`src/rtl/injector_pkg.sv`:
```
// Shared types and constants for the injector controller and its pattern generator.
package injector_pkg;

  typedef enum logic [2:0] {
    S_IDLE,
    S_LOAD,
    S_LATCH,
    S_SETTLE,
    S_RUN,
    S_DONE
  } state_t;

  typedef enum logic [1:0] {
    MODE_SQUARE = 2'd0,
    MODE_PRBS   = 2'd1,
    MODE_ONE    = 2'd2,
    MODE_ZERO   = 2'd3
  } mode_t;

  // PRBS7, polynomial x^7 + x^6 + 1, Fibonacci form, output taken from the MSB
  localparam logic [6:0]  PRBS_SEED   = 7'h7F;
  localparam int unsigned PRBS_TAP_HI = 6;
  localparam int unsigned PRBS_TAP_LO = 5;

  // Number of cycles inj_latch is held high after new trims are presented
  localparam int unsigned LATCH_CYC = 2;

  function automatic logic [6:0] prbs_step(input logic [6:0] s);
    return {s[5:0], s[PRBS_TAP_HI] ^ s[PRBS_TAP_LO]};
  endfunction

endpackage

```
`src/rtl/injector_patgen.sv`:
```
// Bit-period timer, burst bit counter and square/PRBS7/constant pattern source.
module injector_patgen
  import injector_pkg::*;
#(
  parameter int unsigned DIV_W = 16,
  parameter int unsigned LEN_W = 8
) (
  input  logic             clk,
  input  logic             rst_n,
  input  mode_t            mode,
  input  logic [DIV_W-1:0] div,
  input  logic [LEN_W-1:0] len,
  input  logic             run,
  input  logic             clear,
  output logic             pat_bit,
  output logic             last_bit
);

  logic [DIV_W-1:0] timer;
  logic [LEN_W-1:0] count;
  logic [6:0]       lfsr;
  logic             sq;
  logic             bit_end;

  assign bit_end  = run && (timer == div);
  // Final bit of a bounded burst is ending this cycle
  assign last_bit = bit_end && (len != '0) && (count == len - 1'b1);

  // Timer, bit counter (saturating) and generator state advance at each bit end
  always_ff @(posedge clk or negedge rst_n) begin
    if (!rst_n) begin
      timer <= '0;
      count <= '0;
      lfsr  <= PRBS_SEED;
      sq    <= 1'b1;
    end else if (clear) begin
      timer <= '0;
      count <= '0;
      lfsr  <= PRBS_SEED;
      sq    <= 1'b1;
    end else if (run) begin
      if (bit_end) begin
        timer <= '0;
        if (count != '1) count <= count + 1'b1;
        lfsr  <= prbs_step(lfsr);
        sq    <= ~sq;
      end else begin
        timer <= timer + 1'b1;
      end
    end
  end

  // Current pattern bit selected by mode
  always_comb begin
    pat_bit = 1'b0;
    unique case (mode)
      MODE_SQUARE: pat_bit = sq;
      MODE_PRBS:   pat_bit = lfsr[6];
      MODE_ONE:    pat_bit = 1'b1;
      MODE_ZERO:   pat_bit = 1'b0;
    endcase
  end

endmodule

```
`src/rtl/injector_ctrl.sv`:
```
// Trim-load / latch sequencer and burst controller for the bias-generator injector.
module injector_ctrl
  import injector_pkg::*;
#(
  parameter int unsigned DIV_W      = 16,
  parameter int unsigned LEN_W      = 8,
  parameter int unsigned SETTLE_CYC = 16
) (
  input  logic             clk,
  input  logic             rst_n,
  input  logic             cfg_valid,
  output logic             cfg_ready,
  input  logic [3:0]       cfg_trim_p,
  input  logic [3:0]       cfg_trim_n,
  input  logic [1:0]       cfg_mode,
  input  logic [DIV_W-1:0] cfg_div,
  input  logic [LEN_W-1:0] cfg_len,
  input  logic             start,
  input  logic             stop,
  output logic             busy,
  output logic             done,
  output logic             inj_enable,
  output logic             inj_latch,
  output logic             inj_signal,
  output logic [3:0]       inj_trim_p,
  output logic [3:0]       inj_trim_n
);

  localparam int unsigned SET_W = (SETTLE_CYC > 1) ? $clog2(SETTLE_CYC) : 1;
  localparam int unsigned LAT_W = (LATCH_CYC > 1) ? $clog2(LATCH_CYC) : 1;

  state_t           state, next_state;
  mode_t            mode_q;
  logic [DIV_W-1:0] div_q;
  logic [LEN_W-1:0] len_q;
  logic [3:0]       trim_p_q, trim_n_q;
  logic [SET_W-1:0] settle_cnt;
  logic [LAT_W-1:0] latch_cnt;
  logic             accept, settle_end, latch_end;
  logic             pat_bit, last_bit;

  assign accept     = (state == S_IDLE) && cfg_valid && cfg_ready;
  assign settle_end = (settle_cnt == SET_W'(SETTLE_CYC - 1));
  assign latch_end  = (latch_cnt == LAT_W'(LATCH_CYC - 1));

  injector_patgen #(
    .DIV_W (DIV_W),
    .LEN_W (LEN_W)
  ) u_patgen (
    .clk      (clk),
    .rst_n    (rst_n),
    .mode     (mode_q),
    .div      (div_q),
    .len      (len_q),
    .run      (state == S_RUN),
    .clear    (state == S_SETTLE),
    .pat_bit  (pat_bit),
    .last_bit (last_bit)
  );

  // State register
  always_ff @(posedge clk or negedge rst_n) begin
    if (!rst_n) state <= S_IDLE;
    else        state <= next_state;
  end

  // Next-state logic; config beats start in IDLE, stop beats burst completion
  always_comb begin
    next_state = state;
    unique case (state)
      S_IDLE: begin
        if (accept)     next_state = S_LOAD;
        else if (start) next_state = S_SETTLE;
      end
      S_LOAD:  next_state = S_LATCH;
      S_LATCH: if (latch_end) next_state = S_IDLE;
      S_SETTLE: begin
        if (stop)            next_state = S_IDLE;
        else if (settle_end) next_state = S_RUN;
      end
      S_RUN: begin
        if (stop)          next_state = S_IDLE;
        else if (last_bit) next_state = S_DONE;
      end
      S_DONE:  next_state = S_IDLE;
      default: next_state = S_IDLE;
    endcase
  end

  // Settle and latch duration counters, cleared outside their states
  always_ff @(posedge clk or negedge rst_n) begin
    if (!rst_n) begin
      settle_cnt <= '0;
      latch_cnt  <= '0;
    end else begin
      settle_cnt <= (state == S_SETTLE) ? settle_cnt + 1'b1 : '0;
      latch_cnt  <= (state == S_LATCH)  ? latch_cnt + 1'b1  : '0;
    end
  end

  // Configuration capture on handshake
  always_ff @(posedge clk or negedge rst_n) begin
    if (!rst_n) begin
      mode_q   <= MODE_SQUARE;
      div_q    <= '0;
      len_q    <= '0;
      trim_p_q <= '0;
      trim_n_q <= '0;
    end else if (accept) begin
      mode_q   <= mode_t'(cfg_mode);
      div_q    <= cfg_div;
      len_q    <= cfg_len;
      trim_p_q <= cfg_trim_p;
      trim_n_q <= cfg_trim_n;
    end
  end

  // Registered outputs; enable/signal drop on the same edge that samples stop
  always_ff @(posedge clk or negedge rst_n) begin
    if (!rst_n) begin
      cfg_ready  <= 1'b1;
      busy       <= 1'b0;
      done       <= 1'b0;
      inj_enable <= 1'b0;
      inj_latch  <= 1'b0;
      inj_signal <= 1'b0;
      inj_trim_p <= '0;
      inj_trim_n <= '0;
    end else begin
      cfg_ready  <= (state == S_IDLE) && (next_state == S_IDLE);
      busy       <= (next_state != S_IDLE);
      done       <= (state == S_DONE);
      inj_enable <= ((state == S_SETTLE) || (state == S_RUN)) && !stop;
      inj_signal <= (state == S_RUN) && !stop && pat_bit;
      inj_latch  <= (state == S_LATCH);
      if (state == S_LOAD) begin
        inj_trim_p <= trim_p_q;
        inj_trim_n <= trim_n_q;
      end
    end
  end

endmodule
```
`config.mk`:
```
export PLATFORM = sky130hd
export DESIGN_NAME = injector_ctrl
export DESIGN_NICKNAME = d
export VERILOG_FILES = /design/src/rtl/injector_pkg.sv /design/src/rtl/injector_patgen.sv /design/src/rtl/injector_ctrl.sv
export SDC_FILE = /design/constraint.sdc
export NUM_CORES = 1
export LEC_CHECK = 0
export ABC_AREA = 1
export BUFFER_PORTS_ARGS = -buffer_cell sky130_fd_sc_hd__buf_4
export CAP_MARGIN = 20
export CORE_ASPECT_RATIO = 1.4
export CORE_MARGIN = 8
export CORE_UTILIZATION = 61
export CTS_BUF_LIST = sky130_fd_sc_hd__clkbuf_4
export DETAILED_ROUTE_END_ITERATION = 6
export MAX_ROUTING_LAYER = met4
export PLACE_DENSITY_LB_ADDON = 0.3
export SETUP_SLACK_MARGIN = 0.2
export SLEW_MARGIN = 5
export SYNTH_ARGS = -nofsm -noshare
export SYNTH_HDL_FRONTEND = slang
export SYNTH_HIERARCHICAL = 1
export SYNTH_SLANG_ARGS = --single-unit
```
`constraint.sdc`:
```
create_clock -name clk -period 2.15 [get_ports clk]
set_clock_uncertainty 0.2 [all_clocks]
set_input_delay 0.43 -clock clk [delete_from_list [all_inputs] [get_ports clk]]
set_output_delay 0.43 -clock clk [all_outputs]
set_load 0.005 [all_outputs]
```
==> results.cfg, run 1 <==
[outcome]
outcome = finished with violations
failed_checks = hold timing, setup timing

[global_route]
antenna_found_initial = 0
grt_pass1_vias = 4536
grt_max_degree = 43
grt_pass1_wl_um = 20600
grt_overflow_total = 0
grtUsageTotal_pct = 24.5

[route]
dr_total_vias = 4947
ant_nets = 0
dr.pass1.iters = 7
drc = 0
totalWireLength_um = 15300
wl_per_cell_um = 18.1
drtIter0Drc = 556
detail_route.vias_per_cell = 5.86

[power]
total_power_uw = 7180
share_seq_of_total_power_pct = 37.5
comb_power_share_pct = 50.5
swShare_pct = 43.6
internal-power_uw = 4050
p_leak_uw = 0.00326
power-per-cell-area_nw_per_um2 = 1120
p_sw_uw = 3130
peakVddDrop_mv = 0.734
power.share.clock_pct = 12.0

[die]
die_width_um = 89.8
num_io_pins = 53
coreArea_um2 = 7360
rows = 37
dieArea_um2 = 10700
die_h_um = 119
start_util_pct = 63.1

[clocking]
cts-buffers-inserted = 9
clkSinkCount = 88
ctsRootBufferMaster = clkbuf_4
clk_latency_ps = 480
clkTransAtPathRegs_ps = 150
htree_levels = 3
clockBufferDepth = 2
cts_tree = yes

[yosys]
netlist_instances = 606
syn_area_um2 = 4650
yosys-top-cells-area = dfrtp_1 (43%), nand2_1 (15%), nand3_1 (6.0%)
synth_fp_nets = 650
synth_common_cells = nand2_1 (184), dfrtp_1 (79), nor2_1 (69)
ys.flop_type = dfrtp_1
ys_async_sr_fraction_pct = 100
yosys_warnings = 6
yosys.area.top_type = dfrtp_1
synth_cell_type_count = 33
post-synth-top-count-cell = nand2_1
synth_top_area_share_pct = 42.6
synth_edf_count = 0
synth.yosys.seq_area_share_pct = 47.6
syn_avg_cell_area_um2 = 7.67
ys_ff_latch = 88

[timing]
hold_ws_ps = -7.81
max_freq_mhz = 451
worst-slew-pin-transition_ps = 463
setup_ws_ps = -66.7
hold_violations = 1
min_period_ps = 2220
drv_slew = 0
setup_viol = 11
finalCritPeriodShare_pct = 103
fin_setup_tns_ps = -298
slew_headroom_pct = 69.1
rsz0062_at_grt = yes

[setup_path]
reg2reg_slack_ps = -70
arrival_ps = 2450
crit_path_start = u_patgen/timer[14]$_DFFE_PN0P_
cpLargestDelayFamily = simple AND/OR/NAND/NOR gates
reg2reg_from = u_patgen/timer[14]$_DFFE_PN0P_
worstPathMaxFanout = 3
critPathCaptureType = flop
cp-start-kind = flop
crit_type = reg2reg
critPathMaxStageDelay_ps = 440
critPathSlowestCell = dfrtp_1
cp_cell_sequence = inv_1, nand2_1, nand2_1, inv_1, nor3_1, nand3_1, nor2_1, nand2_1, nor2_2, nor2_1, nor2_1, nand2_1, nand3_2, nor2_1, nand2_1, nor2_1
r2r_end = cfg_ready$_DFF_PN1_
required_ps = 2380
crit_buf_inv = 2
r2r_cells = 16

[layout]
drive_gt1_share_pct = 29.7
fill_cells = 341
area.growth.synth_to_final_pct = 38.2
finalNetCount = 786
diodes = 0

[placed_design]
gp_congestion = 0.986
dp_hpwl_um = 8500
port_buffers = 52
preCtsSetupSlack_ps = -86.1

[hold_path]
worstHoldPathType = in2reg
hold_path_end = div_q[0]$_DFFE_PN0P_
min-delay-start = cfg_div[0]
worstHoldPathCells = 3

[run]
cap_viol_max_count = 0
## per-layer routing
metal | global-route usage [%] | wire length (µm) | vias to the layer above
met2 | 42.5 | 7850 | 321
met5 | - | 0 | -
li1 | - | - | 2192
met4 | 14.1 | 929 | 0
met3 | 5.09 | 1250 | 104
met1 | 25.2 | 5250 | 2330
## tightest hold or removal path: stages
cell and delay (ps):
buf_4 70, nand3_1 60, nand2_1 70
## power groups by stage
stage	sequential, µW	combinational (µW)	clock [µW]
6_report	2690	3630	861
2_1_floorplan	2560	1850	0
5_1_grt	2730	3940	939
3_5_place_dp	2670	2540	0
4_1_cts	2640	2900	852
3_3_place_gp	2640	2420	0
## logic make-up after synthesis
logic type / share of synthesized area, %
AOI/OAI and AO/OA: 4.12
xor gates and xnor gates: 4.90
adders and majority gates: 1.35
buffers and inverters: 8.03
DFF: 47.6
and+or+nand+nor: 34.0
## worst max-delay path by stage
| stage | endpoint | slack, ps | cells past startpoint |
|---|---|---|---|
| global route | cfg_ready$_DFF_PN1_ | -220 | 14 |
| finish | cfg_ready$_DFF_PN1_ | -70 | 16 |
| detailed placement | cfg_ready$_DFF_PN1_ | -90 | 16 |
| floorplan | u_patgen/timer[14]$_DFFE_PN0P_ | 200 | 13 |
| CTS | cfg_ready$_DFF_PN1_ | -30 | 16 |
| global placement | cfg_ready$_DFF_PN1_ | 60 | 16 |
## what timing repair did
action,in CTS,in global routing
setup endpoints to repair,33,35
resized for setup,34,78
pin swaps,30,24
buffers inserted,21,20
gates cloned,1,1
hold buffers,28,2
endpoints found under the hold margin,107,2
## sequential cells by signal (all words and copies together) (netlist names)
| register | flops |
|---|---|
| done | 1 |
| u_patgen/sq | 1 |
| latch_cnt | 1 |
| cfg_ready | 1 |
| u_patgen/timer | 16 |
| div_q | 16 |
| len_q | 8 |
| state | 3 |
| mode_q | 2 |
| inj_signal | 1 |
| settle_cnt | 4 |
| trim_n_q | 4 |
| inj_trim_n | 4 |
| trim_p_q | 4 |
| inj_enable | 1 |
| inj_latch | 1 |
| busy | 1 |
| inj_trim_p | 4 |
| u_patgen/lfsr | 7 |
| u_patgen/count | 8 |
## cells in the final DEF (no fill, tap or decap), types with 2 or more instances in the layout
| cell type | netlist | layout |
|---|---|---|
| nand2_1 | 184 | 174 |
| buf_4 | 2 | 85 |
| dfrtp_1 | 79 | 78 |
| inv_1 | 62 | 57 |
| nor2_1 | 69 | 55 |
| nand3_1 | 56 | 44 |
| dlygate4sd3_1 | 0 | 30 |
| buf_6 | 4 | 18 |
| xor2_1 | 17 | 16 |
| nor2_4 | 0 | 15 |
| a21oi_1 | 17 | 15 |
| nand2_2 | 4 | 13 |
| nand3_2 | 3 | 13 |
| nand4_1 | 13 | 13 |
| inv_2 | 9 | 12 |
| nor3_1 | 18 | 11 |
| clkbuf_4 | 0 | 11 |
| o21ai_0 | 10 | 10 |
| dfstp_2 | 9 | 9 |
| xnor2_1 | 9 | 9 |
| nor3_2 | 1 | 6 |
| o21ai_2 | 1 | 5 |
| clkinvlp_4 | 0 | 5 |
| nor2_2 | 6 | 5 |
| ha_1 | 5 | 4 |
| buf_12 | 0 | 4 |
| o21ai_1 | 7 | 3 |
| nand2_4 | 2 | 2 |
| a31oi_1 | 2 | 2 |
| a21oi_2 | 0 | 2 |
| nand3_4 | 0 | 2 |
| nand2_8 | 0 | 2 |
| nor3_4 | 0 | 2 |
## layout make-up
type                       count  area [µm²]  area share [%]
multi-input combinational    432        2420            37.7
sequential                    88        2210            34.5
timing repair buffer         139        1260            19.6
inverter                      72         284            4.42
tap                           97         121            1.89
clock buffer                  11        82.6            1.29
clock inverter                 5        33.8           0.526
## per-stage QoR
step           hold slack [ps]  cell area, µm²  instances  utilization (%)
6_report                 -7.81            6420        844             87.2
5_1_grt                  -19.8            6420        844             87.2
4_1_cts                   3.13            5890        821             80.1
3_5_place_dp               140            5200        755             70.6
3_3_place_gp               142            5200        755             70.6
2_1_floorplan            -65.6            4660        606                -
Power figures use the tool's default switching activity.
==> run 2, diff against run 1 <==
Settings changed: CORE_UTILIZATION 61 to 65, GPL_TIMING_DRIVEN set to 0.
Clock period 2.15 ns to 2.7 ns, I/O delays scaled along.
==> run 2 against run 1 <==
Against the previous run: the run now ends clean; register-to-register slack improved by 390 ps; via count fell by 17%; clock-buffer cell count rose by 1; highest routed layer unchanged.
==> results.cfg, run 2 (synthesis results as in run 1) <==
[die]
coreArea_um2 = 6940
die_width_um = 87.5
die_h_um = 116
dieArea_um2 = 10100
rows = 36
start_util_pct = 67.0
num_io_pins = 53

[timing]
worst-slew-pin-transition_ps = 483
setup_viol = 0
hold_violations = 0
max_freq_mhz = 421
min_period_ps = 2380
slew_headroom_pct = 67.5
fin_setup_tns_ps = 0
finalCritPeriodShare_pct = 88.0
drv_slew = 0
rsz0062_at_grt = no

[route]
wl_per_cell_um = 13.8
detail_route.vias_per_cell = 5.33
drc = 0
dr.pass1.iters = 5
ant_nets = 0
totalWireLength_um = 10700
dr_total_vias = 4122
drtIter0Drc = 266

[setup_path]
r2r_cells = 13
crit_path_start = state[1]$_DFF_PN0_
required_ps = 2870
reg2reg_slack_ps = 320
cp-endpoint = u_patgen/timer[14]$_DFFE_PN0P_
worstPathMaxFanout = 9
crit_type = reg2reg
reg2reg_from = state[1]$_DFF_PN0_
r2r_end = u_patgen/timer[14]$_DFFE_PN0P_
arrival_ps = 2550
cp-start-kind = flop
critPathCaptureType = flop

[hold_path]
min-delay-start = cfg_div[10]
worstHoldPathType = in2reg

[global_route]
grtUsageTotal_pct = 23.2
antenna_found_initial = 0
grt_max_degree = 89
grt_pass1_vias = 4136
grt_pass1_wl_um = 18000
grt_overflow_total = 0

[placed_design]
dp_hpwl_um = 8120
port_buffers = 52
gp_congestion = 0.928

[layout]
final_cell_mix = nand2_1 (184), dfrtp_1 (79), nor2_1 (69), inv_1 (62)
largestRegisters = div_q (16), u_patgen/timer (16)
utilization_pct = 77.1
layout_commonest_cell = nand2_1
finalNetCount = 717
fill_cells = 520
area.growth.synth_to_final_pct = 15.1
drive_gt1_share_pct = 17.6
diodes = 0

[clocking]
cts-buffers-inserted = 9
clkTransAtPathRegs_ps = 140
clk_latency_ps = 430
clkSinkCount = 88
ctsRootBufferMaster = clkbuf_4
htree_levels = 3
clockBufferDepth = 2
cts_tree = yes

[power]
swShare_pct = 40.3
p_leak_uw = 0.00283
peakVddDrop_mv = 0.714
internal-power_uw = 2890
p_sw_uw = 1950
total_power_uw = 4840
share_seq_of_total_power_pct = 43.5
power.share.clock_pct = 15.0
comb_power_share_pct = 41.5
power-per-cell-area_nw_per_um2 = 905

[outcome]
outcome = finished clean

[run]
cap_viol_max_count = 0
## run 2: what timing repair did
action	4_1_cts	5_1_grt
endpoints found under the setup margin	0	7
buffers inserted	0	2
resized for setup	0	1
hold buffers	0	1
hold endpoints to repair	0	20
## run 2: metrics by stage
step	cells	hold WS (ps)	worst slack, ps	cell area [µm²]
final	773	124	323	5350
after global routing	773	95.7	207	5350
after CTS	769	108	272	5290
after detailed placement	753	256	290	5150
after global placement	753	242	301	5150
after floorplan	606	44.4	723	4650
## run 2: worst min path at each step
stage | end | cells after the start | slack, ps
final | div_q[10]$_DFFE_PN0P_ | 3 | 120
after global routing | div_q[6]$_DFFE_PN0P_ | 3 | 100
after CTS | div_q[10]$_DFFE_PN0P_ | 3 | 110
after detailed placement | u_patgen/lfsr[3]$_DFFE_PN1P_ | 2 | 260
after global placement | done$_DFF_PN0_ | 1 | 240
after floorplan | busy$_DFF_PN0_ | 0 | 40
## run 2: final cells by class
| class | count | area [µm²] | area share (%) |
|---|---|---|---|
| well taps | 95 | 119 | 2.22 |
| plain buffers | 15 | 100 | 1.87 |
| clock buffers | 12 | 90.1 | 1.68 |
| repair buffers | 56 | 443 | 8.28 |
| inverters | 72 | 273 | 5.10 |
| flip-flops and latches | 88 | 2210 | 41.4 |
| multi-input cells | 431 | 2060 | 38.6 |
| clock inverters | 4 | 46.3 | 0.865 |
## run 2: critical path, cell delays in order (launching register included)
cell and delay [ps]:
dfrtp_1 400, inv_2 70, nor2_2 160, inv_1 80, nor2_1 160, buf_4 210, nor2_1 130, nor2_2 200
nand3_1 140, nor2_2 170, inv_2 60, nor2_2 130, nand3_1 80, a21oi_1 140
## run 2: power by group through the flow
stage / clock network, µW / registers [µW] / logic, µW
after CTS: 737 / 2100 / 1990
after detailed placement: 0 / 2120 / 1990
final: 728 / 2110 / 2010
after global routing: 802 / 2150 / 2290
after floorplan: 0 / 2040 / 1450
after global placement: 0 / 2100 / 1900
## run 2: layer usage
layer  vias to the layer above  GRT usage, %  wire [µm]  part of all wire (%)
met5                         -             -          0                     0
met4                         0          11.1        276                   2.6
met3                        26          4.61        500                   4.7
li1                       2043             -          -                     -
met2                       119          38.9       5630                    53
met1                      1934          25.8       4270                    40
==> run 3, diff against run 2 <==
==> constraint.sdc (replaced) <==
create_clock -name clk -period 2.7 [get_ports clk]
set_clock_uncertainty 0.2 [all_clocks]
set_input_delay 0.27 -clock clk [delete_from_list [all_inputs] [get_ports clk]]
set_output_delay 0.27 -clock clk [all_outputs]
set_load 0.005 [all_outputs]
==> run 3 against run 2 <==
Against the previous run: final cell count rose by 5.6%; setup slack lost 16 ps; combinational power increased by 6%; register-to-register slack worse by 20 ps; sequential cell count is the same; non-clock buffer count increased by 42; worst hold slack lost 120 ps; fmax shrank 0.68%; sequential power barely moved.
==> results.cfg, run 3 (synthesis results as in run 1) <==
[global_route]
antenna_found_initial = 1
grt_pass1_vias = 4567
grt_max_degree = 89
grt_overflow_total = 0
grtUsageTotal_pct = 26.8
grt_pass1_wl_um = 20600

[clocking]
clk_latency_ps = 440
htree_levels = 3
cts-buffers-inserted = 9
clkSinkCount = 88
cts_tree = yes
clockBufferDepth = 2
ctsRootBufferMaster = clkbuf_4
clkTransAtPathRegs_ps = 150

[timing]
hold_violations = 0
worst-slew-pin-transition_ps = 498
slew_headroom_pct = 66.5
rsz0062_at_grt = no
finalCritPeriodShare_pct = 88.6
setup_viol = 0
fin_setup_tns_ps = 0
max_freq_mhz = 418
min_period_ps = 2390
drv_slew = 0

[setup_path]
crit_type = reg2reg
crit_top_cell = nor2_2
cpLargestDelayFamily = simple AND/OR/NAND/NOR gates
reg2reg_from = state[2]$_DFF_PN0_
crit_path_start = state[2]$_DFF_PN0_
cp-start-kind = flop
worstPathMaxFanout = 5
critPathCaptureType = flop
crit_buf_inv = 3
required_ps = 2860
critPathSlowestCell = dfrtp_1
cp_cell_sequence = nor2_2, inv_1, nor2_1, buf_4, nor2_1, nor2_2, nand3_1, nor2_2, inv_2, nor2_2, nor2_1, nor3_2
critPathMaxStageDelay_ps = 440
arrival_ps = 2550

[die]
dieArea_um2 = 10100
die_width_um = 87.5
rows = 36
num_io_pins = 53
die_h_um = 116
coreArea_um2 = 6940
start_util_pct = 67.0

[outcome]
outcome = finished clean

[layout]
layout_commonest_cell = nand2_1
utilization_pct = 83.0
final_cell_mix = nand2_1 (184), dfrtp_1 (79), nor2_1 (69), inv_1 (62), buf_4 (61)
finalNetCount = 759
area.growth.synth_to_final_pct = 24.0
fill_cells = 426
largestRegisters = div_q (16), u_patgen/timer (16)
drive_gt1_share_pct = 17.2

[route]
drc = 0
ant_nets = 0
dr.pass1.iters = 7
drtIter0Drc = 310
dr_total_vias = 4508
wl_per_cell_um = 15.9
detail_route.vias_per_cell = 5.52
totalWireLength_um = 12900

[run]
cap_viol_max_count = 0

[placed_design]
gp_congestion = 0.928
dp_hpwl_um = 8120
port_buffers = 52

[power]
total_power_uw = 5010
p_leak_uw = 0.00302
power-per-cell-area_nw_per_um2 = 869
peakVddDrop_mv = 0.681

[hold_path]
worstHoldPathType = in2async
==> run 3: repair_timing <==
action | in CTS | in global routing
hold endpoints to repair | 117 | 1
hold buffers | 37 | 1
gates resized for setup | 0 | 1
setup buffers | 0 | 7
endpoints found under the setup margin | 0 | 12
==> run 3: metal layers <==
layer | vias to the layer above | GRT usage [%] | share of wire (%) | wire length, µm
li1 | 2123 | - | - | -
met1 | 2121 | 27.8 | 37 | 4790
met2 | 199 | 45.9 | 53 | 6870
met3 | 65 | 5.32 | 5.2 | 675
met4 | 0 | 15.4 | 4.7 | 604
met5 | - | - | 0 | 0
==> run 3: final timing paths <==
path / depth (start not counted) / to / slack, ps
setup / recovery: 12 / u_patgen/timer[12]$_DFFE_PN0P_ / 310
hold / removal: 2 / div_q[10]$_DFFE_PN0P_ / 3
setup reg to reg: 12 / u_patgen/timer[12]$_DFFE_PN0P_ / 310
hold reg to reg: 2 / u_patgen/lfsr[3]$_DFFE_PN1P_ / 280
max in group asynchronous: 3 / u_patgen/sq$_DFFE_PN1P_ / 1600
min in group clk: 2 / u_patgen/lfsr[3]$_DFFE_PN1P_ / 280
==> run 3: power by group <==
part	total (µW)	internal (µW)	switching, µW
logic	2140	847	1290
registers	2120	1770	345
clock network	749	311	438
==> run 3: stage by stage <==
stage          hold WS, ps  area, µm²  setup WS, ps  instances
2_1_floorplan         -226       4650           723        606
3_3_place_gp           242       5150           301        753
3_5_place_dp           256       5150           290        753
4_1_cts               2.06       5660           272        806
5_1_grt               5.54       5760           130        816
6_report              3.06       5760           307        816
==> run 3: cell type report <==
cell class / count / area, µm² / share of cell area [%]
Sequential cell: 88 / 2210 / 38.4
Multi-Input combinational cell: 431 / 2060 / 35.8
Timing Repair Buffer: 98 / 851 / 14.8
Inverter: 72 / 273 / 4.74
Tap cell: 95 / 119 / 2.06
Buffer: 15 / 100 / 1.74
Clock buffer: 12 / 90.1 / 1.56
Clock inverter: 4 / 46.3 / 0.804
Antenna cell: 1 / 2.50 / 0.0434
